`src/rtl/logic_unit_pipe.sv`:
```
// logic_unit_pipe: two-stage pipelined WIDTH-bit logic unit with valid/ready handshakes.
//
// Optional feature macro: LOGIC_UNIT_STATS_EN (adds the saturating op_count output).
//
// Ports:
//   clk        clock, all state updates on the rising edge
//   rst        synchronous active-high reset
//   in_valid   operand set offered
//   in_ready   unit can accept operands this cycle
//   inA, inB   operands (inB ignored for NOT A / PASS A)
//   op         000 AND, 001 OR, 010 NAND, 011 NOR, 100 XOR, 101 XNOR, 110 NOT A, 111 PASS A
//   out_valid  result available
//   out_ready  consumer takes result this cycle
//   out        result
//   out_zero   result is all zeros (registered with out)
//   op_count   accepted operations, saturating (LOGIC_UNIT_STATS_EN only)
module logic_unit_pipe #(
   parameter int unsigned WIDTH = 8,
   parameter int unsigned CNT_W = 16
) (
   input  logic             clk,
   input  logic             rst,
   input  logic             in_valid,
   output logic             in_ready,
   input  logic [WIDTH-1:0] inA,
   input  logic [WIDTH-1:0] inB,
   input  logic [2:0]       op,
   output logic             out_valid,
   input  logic             out_ready,
   output logic [WIDTH-1:0] out,
   output logic             out_zero
`ifdef LOGIC_UNIT_STATS_EN
   ,
   output logic [CNT_W-1:0] op_count
`endif
);

   // Elaboration-time parameter sanity checks.
   if (WIDTH < 1) begin : g_bad_width
      $error("logic_unit_pipe: WIDTH must be at least 1");
   end
   if (CNT_W < 1) begin : g_bad_cnt_w
      $error("logic_unit_pipe: CNT_W must be at least 1");
   end

   // Stage 1: captured operands
   logic             s1_valid_q;
   logic [WIDTH-1:0] s1_a_q;
   logic [WIDTH-1:0] s1_b_q;
   logic [2:0]       s1_op_q;

   // Stage 2: registered result
   logic             s2_valid_q;
   logic [WIDTH-1:0] s2_res_q;
   logic             s2_zero_q;

   logic             s2_free;
   logic             s1_adv;
   logic             in_xfer;
   logic [WIDTH-1:0] res_d;

   // S2 can take new data if empty or being drained this cycle; in_ready never looks at
   // in_valid so the source cannot form a combinational loop through us.
   assign s2_free  = !s2_valid_q || out_ready;
   assign s1_adv   = s1_valid_q && s2_free;
   assign in_ready = !s1_valid_q || s2_free;
   assign in_xfer  = in_valid && in_ready;

   // Result is computed from S1 contents only.
   always_comb begin
      res_d = '0;
      unique case (s1_op_q)
         3'b000:  res_d = s1_a_q & s1_b_q;
         3'b001:  res_d = s1_a_q | s1_b_q;
         3'b010:  res_d = ~(s1_a_q & s1_b_q);
         3'b011:  res_d = ~(s1_a_q | s1_b_q);
         3'b100:  res_d = s1_a_q ^ s1_b_q;
         3'b101:  res_d = ~(s1_a_q ^ s1_b_q);
         3'b110:  res_d = ~s1_a_q;
         3'b111:  res_d = s1_a_q;
      endcase
   end

   always_ff @(posedge clk) begin
      if (rst) begin
         s1_valid_q <= 1'b0;
         s1_a_q     <= '0;
         s1_b_q     <= '0;
         s1_op_q    <= '0;
      end else if (in_xfer) begin
         s1_valid_q <= 1'b1;
         s1_a_q     <= inA;
         s1_b_q     <= inB;
         s1_op_q    <= op;
      end else if (s1_adv) begin
         s1_valid_q <= 1'b0;
      end
   end

   // S2 only changes on a load or a drain, so out/out_zero hold while stalled.
   always_ff @(posedge clk) begin
      if (rst) begin
         s2_valid_q <= 1'b0;
         s2_res_q   <= '0;
         s2_zero_q  <= 1'b0;
      end else if (s1_adv) begin
         s2_valid_q <= 1'b1;
         s2_res_q   <= res_d;
         s2_zero_q  <= (res_d == '0);
      end else if (out_ready) begin
         s2_valid_q <= 1'b0;
      end
   end

   assign out_valid = s2_valid_q;
   assign out       = s2_res_q;
   assign out_zero  = s2_zero_q;

`ifdef LOGIC_UNIT_STATS_EN
   logic [CNT_W-1:0] op_count_q;

   always_ff @(posedge clk) begin
      if (rst) begin
         op_count_q <= '0;
      end else if (in_xfer && (op_count_q != '1)) begin
         op_count_q <= op_count_q + CNT_W'(1);
      end
   end

   assign op_count = op_count_q;
`endif

endmodule

```
`config.mk`:
```
export PLATFORM = sky130hd
export DESIGN_NAME = logic_unit_pipe
export DESIGN_NICKNAME = d
export VERILOG_FILES = /design/src/rtl/logic_unit_pipe.sv
export SDC_FILE = /design/constraint.sdc
export NUM_CORES = 1
export LEC_CHECK = 0
export CAP_MARGIN = 10
export CORE_MARGIN = 2
export CORE_UTILIZATION = 45
export DETAILED_ROUTE_END_ITERATION = 16
export GPL_ROUTABILITY_DRIVEN = 0
export PLACE_DENSITY_LB_ADDON = 0.1
export SLEW_MARGIN = 20
export SYNTH_ARGS = -nofsm -noshare
export SYNTH_HDL_FRONTEND = slang
export SYNTH_SLANG_ARGS = --single-unit
export TNS_END_PERCENT = 5
```
`constraint.sdc`:
```
create_clock -name clk -period 5.8 [get_ports clk]
set_clock_uncertainty 0.1 [all_clocks]
set_input_delay 1.16 -clock clk [delete_from_list [all_inputs] [get_ports clk]]
set_output_delay 1.16 -clock clk [all_outputs]
set_load 0.01 [all_outputs]
```
### Word-level counts from Yosys, hierarchy flattened

Index checks and enable logic that the tools add are counted.

| operators by class | value |
|---|---|
| equality and inequality tests | 7 |
| muxes and demuxes | 5 |
| bitwise logic cells | 7 |
| reduce and logical (&&, ||, !) cells | 10 |

Operators with widths:

| operator | count |
|---|---|
| 8-bit case mux with 8 select lines | 1 |
| 8-bit inverter | 4 |
| 3-bit equality test (second input constant) | 4 |
| 8-bit bitwise AND | 1 |
| 8-bit zero test | 1 |
| 8-bit OR | 1 |
| 8-bit bitwise XOR | 1 |
| 3-bit by 2-bit equality test with 1-bit output (second input constant) | 2 |
| 1-bit 2-to-1 mux | 4 |
| 2-bit nonzero test | 2 |
| 3-bit by 1-bit equality test with 1-bit output (second input constant) | 1 |
| 3-bit zero test | 1 |
| 1-bit logical AND | 2 |
| 1-bit zero test | 2 |
| 1-bit logical OR | 2 |

| word-level totals | value |
|---|---|
| register bits after elaboration | 30 |
| input port bits | 23 |
| output and inout port bits | 11 |
| word-level logic and storage cells | 36 |

### Longest topological paths before layout

| depth | value |
|---|---|
| word-level depth | 5 |
| gate-level depth with buffers | 8 |

### Least setup slack after synthesis

No wires, ideal clock.

| timing | value |
|---|---|
| kind | input port to output port |
| start | in out_ready |
| end | out in_ready |
| arrival time | 1.512 ns |
| data required time | 4.540 ns |
| setup slack | 3.028 ns |
| stages on the path | 2 |
| buffers on the path | 0 |
| cells stage by stage | nor2b_1 nand2_1 |

| between the ends | value |
|---|---|
| word-level cells in the longest chain between the ends | 2 |

RTL lines:

| element | RTL line | RTL |
|---|---|---|
| from (decl) | 29 | `input logic out_ready,` |
| 1-bit logical OR | 64 | `assign s2_free = !s2_valid_q \|\| out_ready;` |
| 1-bit logical OR | 66 | `assign in_ready = !s1_valid_q \|\| s2_free;` |
| to (decl) | 24 | `output logic in_ready,` |

Every way passes these cells.

### Worst setup path in the final report

Ends and elaborated chain as after synthesis.

==> flow_metrics.tcl <==
set metrics [dict create \
    avgSynthCellArea_sq_um 8.46 \
    chipHeight_um 69.5 \
    synthXorXnorAreaFrac_pct 1.36 \
    antenna_found_initial 0 \
    synth_edf_count 0 \
    fin_nets 292 \
    outcome "complete, no violations" \
    crit_required_ns 4.54 \
    worst_ep_arrival_time_ns 2.43 \
    die_width_um 69.5 \
    yosys_warnings 0 \
    synth-main-ff-cell "dfxtp_1" \
    post_cts_buffers 0 \
    boundaryPins 34 \
    yosysSeqAreaShare_pct 31.1 \
    clockBufferDepth 2 \
    cp-start-kind "primary input" \
    critPathMaxFanout 5 \
    setup_viol 0 \
    path_cells "clkdlybuf4s50_1, nor2b_1, nand2_1, clkdlybuf4s50_1" \
    coreArea_sq_um 4060 \
    hp-class "register to register" \
    rsz0062_at_grt "false" \
    timing.final.crit_share_pct 63.6 \
    syn2layout_area_growth_pct 19.7 \
    routed_via_density 5.00 \
    totalWireLength_um 3560 \
    slew_headroom_pct 51.4 \
    antenna_cells 0 \
    syn_inst 228 \
    initial_core_util_pct 47.5 \
    vias 1515 \
    grt_use_total_pct 16.0 \
    cp_slowest_cell "clkdlybuf4s50_1" \
    synth.cell_area_sq_um 1930 \
    drive_gt1_share_pct 7.91 \
    rows 23 \
    synth_compound_area_share_pct 12.5 \
    overflow 0 \
    cts_hold_buf 0 \
    portBuffers 33 \
    hpwl_um 2470 \
    route.detailed.drc 0 \
    yosys-mux-area-fraction_pct 20.2 \
    final_hold_viol_count 0 \
    cts-root-buf "clkbuf_8" \
    synth-adder-area-share_pct 10.4 \
    fin_ws_ns 2.11 \
    synth_nets 267 \
    cts_inserted_buffers 5 \
    insertion_delay_ns 0.28 \
    maxSlewViolCount 0 \
    p_leak_uw 0.000893 \
    fmaxAchievable_ghz 0.271 \
    ir_drop_v 0.000143 \
    die_area_sq_um 4820 \
    cp_common_cell "clkdlybuf4s50_1" \
    tns_ns 0 \
    cts_tree "built" \
    drt-initial-drc-count 76 \
    cts_resized 0 \
    synth_top_family_by_area "multiplexers" \
    powerDensity_nw_per_um2 212 \
    grt_pass1_wl_um 6290 \
    path_class "primary input to output pin" \
    period_needed_ns 3.69 \
    async_flop_share_pct 0 \
    tightestPinTransition_ns 0.728 \
    wl_per_cell_um 11.8 \
    cts_max_level 2 \
    grt_max_degree 36 \
    dp_slack_ns 2.10 \
    slowest_delay_ns 0.49 \
    yosys_register_bits 30 \
    clock_sinks 30 \
    grt_pass1_vias 1395 \
    dr.pass1.iters 4 \
    end_kind "output pin" \
    final_area_sq_um 2310 \
    ant_nets 0 \
    drv_cap 0 \
    clk_pin_slew_worst_paths_ns 0.06 \
    yosys.area_share.simple_pct 16.5 \
    place_area_sq_um 2240 \
    yosysUniqueCellTypes 34 \
]
[registers in the layout, summed over array words and instances (netlist names)]
name / flops
out: 8
out_valid: 1
out_zero: 1
s1_a_q: 8
s1_b_q: 8
s1_op_q: 3
s1_valid_q: 1
[logic make-up after synthesis]
logic type	Yosys count
simple gates	75
compound gates	39
mux	33
buf+inv	32
flops	30
fa+ha+maj	16
xor+xnor	3
[placed cells by master, fill, tap and decap left out, types with 6 or more instances in the layout]
cell type	count
a211oi_1	6
a21oi_1	25
clkdlybuf4s50_1	32
dfxtp_1	30
ha_1	16
inv_1	16
mux2_2	7
mux2i_1	19
nand2_1	47
nor2_1	11
[metrics by stage]
step / hold slack (ns) / utilization (%) / std cells / power, uW
CTS: 0.355 / 57.0 / 303 / 496
detailed placement: 0.346 / 55.1 / 296 / 339
global placement: 0.338 / 55.1 / 296 / 338
global route: 0.380 / 56.9 / 303 / 517
floorplan: 0.353 / - / 228 / 306
finish: 0.349 / 56.9 / 303 / 489
[worst max-delay path, delay by kind of cell]
family        cells  cell delay, ns
buf+inv           2            0.89
simple gates      2            0.38
[per-layer routing]
metal  part of all wire, %  vias up  global-route usage [%]
met5                     0        -                       0
met1                    53      650                    21.7
met3                   5.1        8                    5.09
li1                      -      821                       -
met4                   2.2        0                    6.75
met2                    39       36                    23.2
[path summary, 6_finish.rpt]
| check | startpoint | to | slack (ns) | cells after the start |
|---|---|---|---|---|
| setup / recovery | out_ready | in_ready | 2.11 | 4 |
| hold / removal | out[2]$_SDFFE_PP0P_ | out[2]$_SDFFE_PP0P_ | 0.35 | 2 |
| setup reg to reg | s1_op_q[2]$_SDFFE_PP0P_ | out_zero$_SDFFE_PP0P_ | 3.57 | 5 |
| hold reg to reg | out[2]$_SDFFE_PP0P_ | out[2]$_SDFFE_PP0P_ | 0.35 | 2 |
[Yosys cell counts (all sizes together) (2+ instances only)]
cell	instances	area share, %
nand2	47	9.1
dfxtp	30	31
a21oi	25	6.5
mux2i	19	9.9
ha	16	10
inv	16	3.1
mux2	11	6.8
nor2	11	2.1
buf	8	3.2
clkbuf	8	1.6
a211oi	6	2.3
nor2b	5	1.6
nor3	4	1.0
mux4	3	3.5
nand2b	3	0.97
a2111oi	2	1.2
o211ai	2	0.78
o22ai	2	0.65
xor2	2	0.91
[power breakdown]
part	leakage (uW)	switching (uW)	internal [uW]	total [uW]
clock	0.0000383	72.7	82.3	155
sequential	0.000247	12.4	218	230
combinational	0.000608	47.3	56.1	103
[final cells by class]
class | count | area, sq um
Inverter | 16 | 60.1
Clock buffer | 7 | 76.3
Fill cell | 400 | 1750
Multi-Input combinational cell | 166 | 1170
Timing Repair Buffer | 34 | 333
Tap cell | 50 | 62.6
Sequential cell | 30 | 601
Power figures use the tool's default switching activity.
